### config.mk
export PLATFORM = sky130hd
export DESIGN_NAME = serial_init_port_flat
export DESIGN_NICKNAME = d
export VERILOG_FILES = /design/src/rtl/serial_init_port_if.sv /design/src/rtl/serial_init_port.sv /design/src/flat_wrapper.sv
export SDC_FILE = /design/constraint.sdc
export NUM_CORES = 1
export LEC_CHECK = 0
export ABC_AREA = 1
export BUFFER_PORTS_ARGS = -buffer_cell sky130_fd_sc_hd__buf_2
export CORE_MARGIN = 2
export CORE_UTILIZATION = 27
export DETAILED_ROUTE_END_ITERATION = 16
export PLACE_DENSITY = 0.56
export SYNTH_ARGS = -nofsm -noshare
export SYNTH_HDL_FRONTEND = slang
export SYNTH_SLANG_ARGS = --single-unit
### constraint.sdc
create_clock -name clk -period 3.8 [get_ports clk]
set_input_delay 0.38 -clock clk [delete_from_list [all_inputs] [get_ports clk]]
set_output_delay 0.38 -clock clk [all_outputs]
set_load 0.01 [all_outputs]
### src/rtl/serial_init_port_if.sv
// Core-side and bus-side signals of the initiator serial port.
// master is the port itself; slave is the core/bus/arbiter environment.
interface serial_init_port_if #(
  parameter int ADDR_WIDTH = 16,
  parameter int DATA_WIDTH = 8
);
  logic                  init_req;
  logic                  arbiter_grant;
  logic [DATA_WIDTH-1:0] init_data_out;
  logic                  init_data_out_valid;
  logic [ADDR_WIDTH-1:0] init_addr_out;
  logic                  init_addr_out_valid;
  logic                  init_rw;
  logic                  init_ready;
  logic                  target_split;
  logic                  target_ack;
  logic                  bus_data_in_valid;
  logic                  bus_data_in;
  logic                  bus_data_out;
  logic                  init_grant;
  logic [DATA_WIDTH-1:0] init_data_in;
  logic                  init_data_in_valid;
  logic                  bus_data_out_valid;
  logic                  arbiter_req;
  logic                  bus_mode;
  logic                  init_ack;
  logic                  bus_init_ready;
  logic                  bus_init_rw;
  logic                  init_split_ack;

  modport master (
    input  init_req, arbiter_grant, init_data_out, init_data_out_valid,
           init_addr_out, init_addr_out_valid, init_rw, init_ready,
           target_split, target_ack, bus_data_in_valid, bus_data_in,
    output bus_data_out, init_grant, init_data_in, init_data_in_valid,
           bus_data_out_valid, arbiter_req, bus_mode, init_ack,
           bus_init_ready, bus_init_rw, init_split_ack
  );

  modport slave (
    output init_req, arbiter_grant, init_data_out, init_data_out_valid,
           init_addr_out, init_addr_out_valid, init_rw, init_ready,
           target_split, target_ack, bus_data_in_valid, bus_data_in,
    input  bus_data_out, init_grant, init_data_in, init_data_in_valid,
           bus_data_out_valid, arbiter_req, bus_mode, init_ack,
           bus_init_ready, bus_init_rw, init_split_ack
  );
endinterface

### src/rtl/serial_init_port.sv
// Initiator bus port: arbitrates, serialises address/write data MSB first,
// and deserialises read data (optionally after a target split).
module serial_init_port #(
  parameter int ADDR_WIDTH = 16,
  parameter int DATA_WIDTH = 8
) (
  input  logic               clk,
  input  logic               rst_n,
  serial_init_port_if.master sif
);
  localparam int CW = $clog2(ADDR_WIDTH + 1);
  localparam int RW = $clog2(DATA_WIDTH + 1);
  localparam logic [CW-1:0] ALAST = CW'(ADDR_WIDTH - 1);
  localparam logic [CW-1:0] DLAST = CW'(DATA_WIDTH - 1);
  localparam logic [RW-1:0] RLAST = RW'(DATA_WIDTH - 1);

  typedef enum logic [2:0] {
    IDLE, REQ, ADDR, DATA, WAIT_ACK, SPLIT_WAIT, RX
  } state_e;

  state_e                state_q, state_d;
  logic [ADDR_WIDTH-1:0] addr_sr_q, addr_sr_d;
  logic [DATA_WIDTH-1:0] data_sr_q, data_sr_d;
  logic                  rw_q, rw_d;
  logic [CW-1:0]         bit_cnt_q, bit_cnt_d;
  logic [DATA_WIDTH-1:0] rx_sr_q, rx_sr_d;
  logic [RW-1:0]         rx_cnt_q, rx_cnt_d;
  logic [DATA_WIDTH-1:0] dout_q, dout_d;
  logic                  dvld_q, dvld_d;
  logic [DATA_WIDTH-1:0] rx_shift;

  assign rx_shift = {rx_sr_q[DATA_WIDTH-2:0], sif.bus_data_in};

  always_comb begin
    state_d   = state_q;
    addr_sr_d = addr_sr_q;
    data_sr_d = data_sr_q;
    rw_d      = rw_q;
    bit_cnt_d = bit_cnt_q;
    rx_sr_d   = rx_sr_q;
    rx_cnt_d  = rx_cnt_q;
    dout_d    = dout_q;
    dvld_d    = 1'b0;
    case (state_q)
      IDLE: begin
        bit_cnt_d = '0;
        if (sif.init_req) state_d = REQ;
      end
      REQ: begin
        if (sif.arbiter_grant && sif.init_addr_out_valid) begin
          addr_sr_d = sif.init_addr_out;
          // write data presented without its valid is serialised as zeros
          data_sr_d = sif.init_data_out & {DATA_WIDTH{sif.init_data_out_valid}};
          rw_d      = sif.init_rw;
          bit_cnt_d = '0;
          rx_cnt_d  = '0;
          state_d   = ADDR;
        end
      end
      ADDR: begin
        addr_sr_d = addr_sr_q << 1;
        bit_cnt_d = bit_cnt_q + 1'b1;
        if (bit_cnt_q == ALAST) begin
          bit_cnt_d = '0;
          state_d   = rw_q ? DATA : WAIT_ACK;
        end
      end
      DATA: begin
        data_sr_d = data_sr_q << 1;
        bit_cnt_d = bit_cnt_q + 1'b1;
        if (bit_cnt_q == DLAST) begin
          bit_cnt_d = '0;
          state_d   = WAIT_ACK;
        end
      end
      WAIT_ACK: begin
        if (rw_q) begin
          if (sif.target_ack) state_d = IDLE;
        end else if (sif.bus_data_in_valid) begin
          // an early read bit wins over a simultaneous split
          rx_sr_d  = rx_shift;
          rx_cnt_d = RW'(1);
          state_d  = RX;
        end else if (sif.target_split) begin
          state_d = SPLIT_WAIT;
        end else if (sif.target_ack) begin
          state_d = RX;
        end
      end
      SPLIT_WAIT: begin
        if (sif.bus_data_in_valid) begin
          rx_sr_d  = rx_shift;
          rx_cnt_d = RW'(1);
          state_d  = RX;
        end
      end
      RX: begin
        if (sif.bus_data_in_valid) begin
          if (rx_cnt_q == RLAST) begin
            dout_d   = rx_shift;
            dvld_d   = 1'b1;
            rx_cnt_d = '0;
            state_d  = IDLE;
          end else begin
            rx_sr_d  = rx_shift;
            rx_cnt_d = rx_cnt_q + 1'b1;
          end
        end
      end
      default: state_d = IDLE;
    endcase
  end

  always_ff @(posedge clk or negedge rst_n) begin
    if (!rst_n) begin
      state_q   <= IDLE;
      addr_sr_q <= '0;
      data_sr_q <= '0;
      rw_q      <= 1'b0;
      bit_cnt_q <= '0;
      rx_sr_q   <= '0;
      rx_cnt_q  <= '0;
      dout_q    <= '0;
      dvld_q    <= 1'b0;
    end else begin
      state_q   <= state_d;
      addr_sr_q <= addr_sr_d;
      data_sr_q <= data_sr_d;
      rw_q      <= rw_d;
      bit_cnt_q <= bit_cnt_d;
      rx_sr_q   <= rx_sr_d;
      rx_cnt_q  <= rx_cnt_d;
      dout_q    <= dout_d;
      dvld_q    <= dvld_d;
    end
  end

  // serial outputs decode from registered state so reset clears them at once
  assign sif.bus_data_out       = (state_q == ADDR) ? addr_sr_q[ADDR_WIDTH-1] :
                                  (state_q == DATA) ? data_sr_q[DATA_WIDTH-1] : 1'b0;
  assign sif.bus_data_out_valid = (state_q == ADDR) || (state_q == DATA);
  assign sif.bus_mode           = (state_q == ADDR);
  assign sif.arbiter_req        = ((state_q == IDLE) && sif.init_req) ||
                                  (state_q == REQ) || (state_q == ADDR) ||
                                  (state_q == DATA) || (state_q == WAIT_ACK);
  assign sif.bus_init_rw        = rw_q;
  assign sif.init_data_in       = dout_q;
  assign sif.init_data_in_valid = dvld_q;
  assign sif.init_grant         = sif.arbiter_grant;
  assign sif.init_ack           = sif.target_ack;
  assign sif.init_split_ack     = sif.target_split;
  assign sif.bus_init_ready     = sif.init_ready;
endmodule

### src/flat_wrapper.sv
// flat-port wrapper written by rule: the top's interface ports become plain ports
module serial_init_port_flat 
#(
  parameter int ADDR_WIDTH = 16,
  parameter int DATA_WIDTH = 8
)
  (clk, rst_n, sif_init_req, sif_arbiter_grant, sif_init_data_out, sif_init_data_out_valid, sif_init_addr_out, sif_init_addr_out_valid, sif_init_rw, sif_init_ready, sif_target_split, sif_target_ack, sif_bus_data_in_valid, sif_bus_data_in, sif_bus_data_out, sif_init_grant, sif_init_data_in, sif_init_data_in_valid, sif_bus_data_out_valid, sif_arbiter_req, sif_bus_mode, sif_init_ack, sif_bus_init_ready, sif_bus_init_rw, sif_init_split_ack);
  serial_init_port_if #(.ADDR_WIDTH(ADDR_WIDTH), .DATA_WIDTH(DATA_WIDTH)) sif_i ();
  input  logic clk;
  input  logic rst_n;
  input wire logic [$bits(sif_i.init_req)-1:0] sif_init_req;
  input wire logic [$bits(sif_i.arbiter_grant)-1:0] sif_arbiter_grant;
  input wire logic [$bits(sif_i.init_data_out)-1:0] sif_init_data_out;
  input wire logic [$bits(sif_i.init_data_out_valid)-1:0] sif_init_data_out_valid;
  input wire logic [$bits(sif_i.init_addr_out)-1:0] sif_init_addr_out;
  input wire logic [$bits(sif_i.init_addr_out_valid)-1:0] sif_init_addr_out_valid;
  input wire logic [$bits(sif_i.init_rw)-1:0] sif_init_rw;
  input wire logic [$bits(sif_i.init_ready)-1:0] sif_init_ready;
  input wire logic [$bits(sif_i.target_split)-1:0] sif_target_split;
  input wire logic [$bits(sif_i.target_ack)-1:0] sif_target_ack;
  input wire logic [$bits(sif_i.bus_data_in_valid)-1:0] sif_bus_data_in_valid;
  input wire logic [$bits(sif_i.bus_data_in)-1:0] sif_bus_data_in;
  output wire logic [$bits(sif_i.bus_data_out)-1:0] sif_bus_data_out;
  output wire logic [$bits(sif_i.init_grant)-1:0] sif_init_grant;
  output wire logic [$bits(sif_i.init_data_in)-1:0] sif_init_data_in;
  output wire logic [$bits(sif_i.init_data_in_valid)-1:0] sif_init_data_in_valid;
  output wire logic [$bits(sif_i.bus_data_out_valid)-1:0] sif_bus_data_out_valid;
  output wire logic [$bits(sif_i.arbiter_req)-1:0] sif_arbiter_req;
  output wire logic [$bits(sif_i.bus_mode)-1:0] sif_bus_mode;
  output wire logic [$bits(sif_i.init_ack)-1:0] sif_init_ack;
  output wire logic [$bits(sif_i.bus_init_ready)-1:0] sif_bus_init_ready;
  output wire logic [$bits(sif_i.bus_init_rw)-1:0] sif_bus_init_rw;
  output wire logic [$bits(sif_i.init_split_ack)-1:0] sif_init_split_ack;
  assign sif_i.init_req = sif_init_req;
  assign sif_i.arbiter_grant = sif_arbiter_grant;
  assign sif_i.init_data_out = sif_init_data_out;
  assign sif_i.init_data_out_valid = sif_init_data_out_valid;
  assign sif_i.init_addr_out = sif_init_addr_out;
  assign sif_i.init_addr_out_valid = sif_init_addr_out_valid;
  assign sif_i.init_rw = sif_init_rw;
  assign sif_i.init_ready = sif_init_ready;
  assign sif_i.target_split = sif_target_split;
  assign sif_i.target_ack = sif_target_ack;
  assign sif_i.bus_data_in_valid = sif_bus_data_in_valid;
  assign sif_i.bus_data_in = sif_bus_data_in;
  assign sif_bus_data_out = sif_i.bus_data_out;
  assign sif_init_grant = sif_i.init_grant;
  assign sif_init_data_in = sif_i.init_data_in;
  assign sif_init_data_in_valid = sif_i.init_data_in_valid;
  assign sif_bus_data_out_valid = sif_i.bus_data_out_valid;
  assign sif_arbiter_req = sif_i.arbiter_req;
  assign sif_bus_mode = sif_i.bus_mode;
  assign sif_init_ack = sif_i.init_ack;
  assign sif_bus_init_ready = sif_i.bus_init_ready;
  assign sif_bus_init_rw = sif_i.bus_init_rw;
  assign sif_init_split_ack = sif_i.init_split_ack;
  serial_init_port #(.ADDR_WIDTH(ADDR_WIDTH), .DATA_WIDTH(DATA_WIDTH)) u_core (.clk(clk), .rst_n(rst_n), .sif(sif_i));
endmodule
# [After elaboration in Yosys (flattened, before gate mapping)]
# Cells that the tools add are included.
[totals] ff_bits=54 input_bits=36 out_inout_bits=18
[classes] addsub=2 n_eq_ne=20 muxes=38 bitwise=1 reduce_logical=21
[op_table] operator="two-way mux 8 bit" n=5
[op_table] operator="two-way mux 3 bit" n=13
[op_table] operator="case mux 16 bit (2 select lines)" n=1
[op_table] operator="case mux 8 bit (3 select lines)" n=1
[op_table] operator="case mux 3 bit (7 select lines)" n=1
[op_table] operator="two-way mux 4 bit" n=5
[op_table] operator="case mux 5 bit (4 select lines)" n=1
[op_table] operator="two-way mux 16 bit" n=1
[op_table] operator="case mux 4 bit (4 select lines)" n=1
[op_table] operator="case mux 8 bit (2 select lines)" n=1
[op_table] operator="two-way mux 5 bit" n=3
[op_table] operator="!= test 2 bit (second input constant)" n=5
[op_table] operator="== test 3 bit (second input constant)" n=3
[op_table] operator="AND reduction 9 bit" n=1
[op_table] operator="bitwise AND 8 bit" n=1
[op_table] operator="!= test 2 x 1 -> 1 bit (second input constant)" n=4
[op_table] operator="AND reduction 2 bit" n=4
[op_table] operator="AND reduction 4 bit" n=2
[op_table] operator="nonzero test 4 bit" n=2
[op_table] operator="== test 3 x 2 -> 1 bit (second input constant)" n=2
[op_table] operator="adder 5 x 1 -> 5 bit (second input constant)" n=1
[op_table] operator="== test 5 x 3 -> 1 bit (second input constant)" n=1
[op_table] operator="== test 5 x 4 -> 1 bit (second input constant)" n=1
[op_table] operator="logical OR 1 bit" n=5
[op_table] operator="11 further kinds" n=17

# [Longest topological paths before layout]
[logic_depth] depth_word=6 mapped_depth=10

# [Worst setup path after synthesis]
# No wires, ideal clock.
[synth_timing] path_kind="register to output" start="reg u_core.state_q[2]" end="out sif_bus_data_out" t_arrival_ns=1.290 t_required_ns=3.420 slack_ns=2.130 path_stages_with_launch=6 path_buffers=2 cell_sequence="dfrtp_1 buf_4 nor2_1 nand2_2 clkbuf_1 o21ai_0"
[synth_via] elab_chain_cells=3 elab_cells_between_ends=4
[synth_rtl] item="start: declaration" line="serial_init_port.sv:21" rtl="state_e state_q, state_d;"
[synth_rtl] item="start signal: assignment" line="serial_init_port.sv:126" rtl="state_q <= state_d;"
[synth_rtl] item="== test 3 x 2 -> 1 bit" line="serial_init_port.sv:140" rtl="(state_q == DATA) ? data_sr_q[DATA_WIDTH-1] : 1'b0;"
[synth_rtl] item="two-way mux 1 bit" line="serial_init_port.sv:140"
[synth_rtl] item="two-way mux 1 bit (*)" line="serial_init_port.sv:139" rtl="assign sif.bus_data_out = (state_q == ADDR) ? addr_sr_q[ADDR_WIDTH-1] :"
[synth_rtl] item="end: declaration" line="flat_wrapper.sv:23" rtl="output wire logic [$bits(sif_i.bus_data_out)-1:0] sif_bus_data_out;"
# Mark *: on every way between the ends. The rest lies on a longest branch, timed or not.

# [Final worst setup path]
[layout_timing] start="reg u_core.state_q[2]" end="out sif_bus_mode"
[layout_via] elab_chain_cells=1
[layout_rtl] item="== test 3 x 2 -> 1 bit" line="serial_init_port.sv:142" rtl="assign sif.bus_mode = (state_q == ADDR);"
[layout_rtl] item="end: declaration" line="flat_wrapper.sv:29" rtl="output wire logic [$bits(sif_i.bus_mode)-1:0] sif_bus_mode;"
# No other way between the ends.

==> impl_metrics.toml <==
[run_status]
status = "completed"

[layout]
fillerInstances = 1022
drive_gt1_share_pct = 19.44
fin_cells = 489
final_core_util_pct = 32.83
layout.nets = 399
fin_area_mm2 = 0.003048
diodes = 0
syn_to_final_growth_pct = 17.34

[flow_run]
max_cap_violations = 0

[global_routing]
use_met3_pct = 2.052
met2_usage_pct = 19.43
gr-total-overflow = 0
first_global_vias = 2197
busiest_layer = "met2"
grt_max_degree = 34
grt_pass1_wl_um = 10110
gr-usage-all-layers_pct = 12.17
met1_usage_pct = 16.59
antenna_found_initial = 0

[detailed_routing]
via_count = 2234
drt_first_pass_iters = 5
avgViaCountPerCell = 4.569
wl_um = 5816
final_antenna_net_count = 0
wl_per_cell_um = 11.89
drc = 0
drt_first_iter_violations = 139

[floorplan]
fp-row-count = 35
dieArea_mm2 = 0.01042
fp.dieH_um = 102.1
die_x_um = 102.1
ioPinCount = 54
start_util_pct = 27.98
core_area_mm2 = 0.009284

[power]
power_density_mw_per_mm2 = 628.7
ir_drop_mv = 0.2377
power_leakage_nw = 1.484

[place]
gp_congestion = 0.9203
dpl_cell_area_mm2 = 0.002932
portBuffers = 51
hpwl_um = 4231
placed_cells = 481

[yosys]
syn_area_mm2 = 0.002597
synth-seq-area-share_pct = 51.06
synth-seq-cells = 53
yosysMostFrequentCell = "nand2_1"
synth.distinct_cells = 28
synth_top_area_share_pct = 51.06
syn_inst = 315
synthArstFlopShare_pct = 100.0
synth-edff-count = 0
synth_area_leaders = "dfrtp_1 51%, nand2_1 12%, nand3_1 5.8%"
synth_commonest_cells = "81 x nand2_1, 53 x dfrtp_1, 30 x nand3_1"
syn-num-nets = 355
synth_largest_area_cell = "dfrtp_1"
synth_warnings = 0
synth.avg_cell_area_um2 = 8.246
ys.flop_type = "dfrtp_1"

[worst_setup_path]
reg2reg_slack_ps = 1790
crit_arrival_ps = 2070
crit_type = "flip-flop to primary output"
cpMaxStageDelayCell = "dfrtp_1"
path_cells = "nor2_1 -> nand2_2 -> clkinv_1 -> buf_2"
max_stage_delay_ps = 520
critPathMaxFanout = 19
crit_path_start_kind = "flip-flop"
worst_ep_required_time_ps = 3420
crit_path_end_kind = "primary output"

[timing]
skew_ps = 13.36
setup_tns_ps = 0
fmax_mhz = 408.8
finalCritPeriodShare_pct = 64.38
hold_ws_ps = 129.6
final-hold-violation-count = 0
setup_viol = 0
relSlewSlack_pct = 39.38
max_slew.worst_pin.slew_ps = 908.4
finalMaxSlewViolations = 0
period_needed_ps = 2446
rsz0062_at_grt = "no"

[hold_path]
hold_class = "input port to async pin"

[clocking]
cts_root_buf = "clkbuf_8"
clock_latency_ps = 310
numCtsBuffers = 5
cts-resized-gates = 0
cts_max_path_buffers = 2
cts_setup_buffers = 0
clk_pin_slew_ps = 100
cts_tree = "done"
htree_levels = 2
cts_num_sinks = 53
holdBufCountCts = 0
[report_power, final]
group	total (mW)	internal (mW)	switching, mW	leakage [nW]
sequential	0.879	0.741	0.138	0.671
clock	0.394	0.201	0.193	0.0591
combinational	0.644	0.233	0.411	0.754
[sequential cells by signal, summed over array words and instances, names as in the netlist]
register / count
u_core.state_q: 3
u_core.bit_cnt_q: 5
u_core.rx_sr_q: 7
u_core.data_sr_q: 8
u_core.sif.init_data_in: 8
u_core.rx_cnt_q: 4
u_core.sif.init_data_in_valid: 1
u_core.sif.bus_init_rw: 1
u_core.addr_sr_q: 16
[layout make-up]
class	instances	area, um^2	share of cell area [%]
sequential	53	1326	43.51
tap	129	161.4	5.296
timing repair buffer	52	262.8	8.621
clock inverter	3	47.55	1.560
multi-input combinational	223	1091	35.80
inverter	24	90.09	2.956
clock buffer	5	68.82	2.258
[cell usage in the layout (no fill, tap or decap), drive strengths merged, types with 4 or more instances in the layout]
cell | netlist | layout
a21oi | 4 | 4
nand3 | 30 | 30
nor2 | 33 | 33
dfrtp | 53 | 53
ha | 4 | 4
o21ai | 22 | 22
buf | 12 | 52
nand2 | 82 | 82
nor3 | 14 | 14
clkbuf | 3 | 5
nand4 | 5 | 5
o22ai | 16 | 16
inv | 23 | 25
[cells by family (layout without fill, tap and decap cells)]
family,after synthesis,after routing,share of synthesized area [%]
xor gates and xnor gates,2,2,0.6745
buffers and inverters,39,84,6.936
DFF,53,53,51.06
AOI/OAI and AO/OA,49,49,11.18
and+or+nand+nor,168,168,28.23
adders and majority gates,4,4,1.927
[final timing paths]
| kind | startpoint | endpoint | depth (start not counted) |
|---|---|---|---|
| worst max-delay path | u_core.state_q[2]$_DFFE_PN0P_ | sif_bus_mode | 4 |
| worst min-delay path | rst_n | u_core.addr_sr_q[11]$_DFFE_PN0P_ | 1 |
| worst max register to register | u_core.state_q[0]$_DFFE_PN0P_ | u_core.addr_sr_q[0]$_DFFE_PN0P_ | 6 |
| worst min register to register | u_core.rx_sr_q[6]$_DFFE_PN0P_ | u_core.rx_sr_q[6]$_DFFE_PN0P_ | 2 |
| max in group asynchronous | rst_n | u_core.rx_sr_q[3]$_DFFE_PN0P_ | 2 |
| min in group clk | sif_init_rw | u_core.sif.bus_init_rw$_DFFE_PN0P_ | 3 |
[per-stage QoR]
step	setup slack, ps	power (mW)
after detailed placement	1709	1.533
after global placement	1773	1.525
final	1354	1.916
after global routing	1205	2.090
after floorplan	2130	1.359
after CTS	1357	1.931
[critical path: cells and delay by family (launching register included)]
family                 cells  cell delay, ps
buffers and inverters      2             800
DFF                        1             520
and+or+nand+nor            2             430
[routing by layer]
| layer | vias to the layer above | wire length, um | part of all wire (%) |
|---|---|---|---|
| met5 | - | 0 | 0 |
| met4 | 0 | 98 | 1.7 |
| met3 | 7 | 225 | 3.9 |
| met2 | 42 | 2799 | 48 |
| met1 | 1053 | 2693 | 46 |
| li1 | 1132 | - | - |
Note: power is estimated with default switching activity, not from simulation.
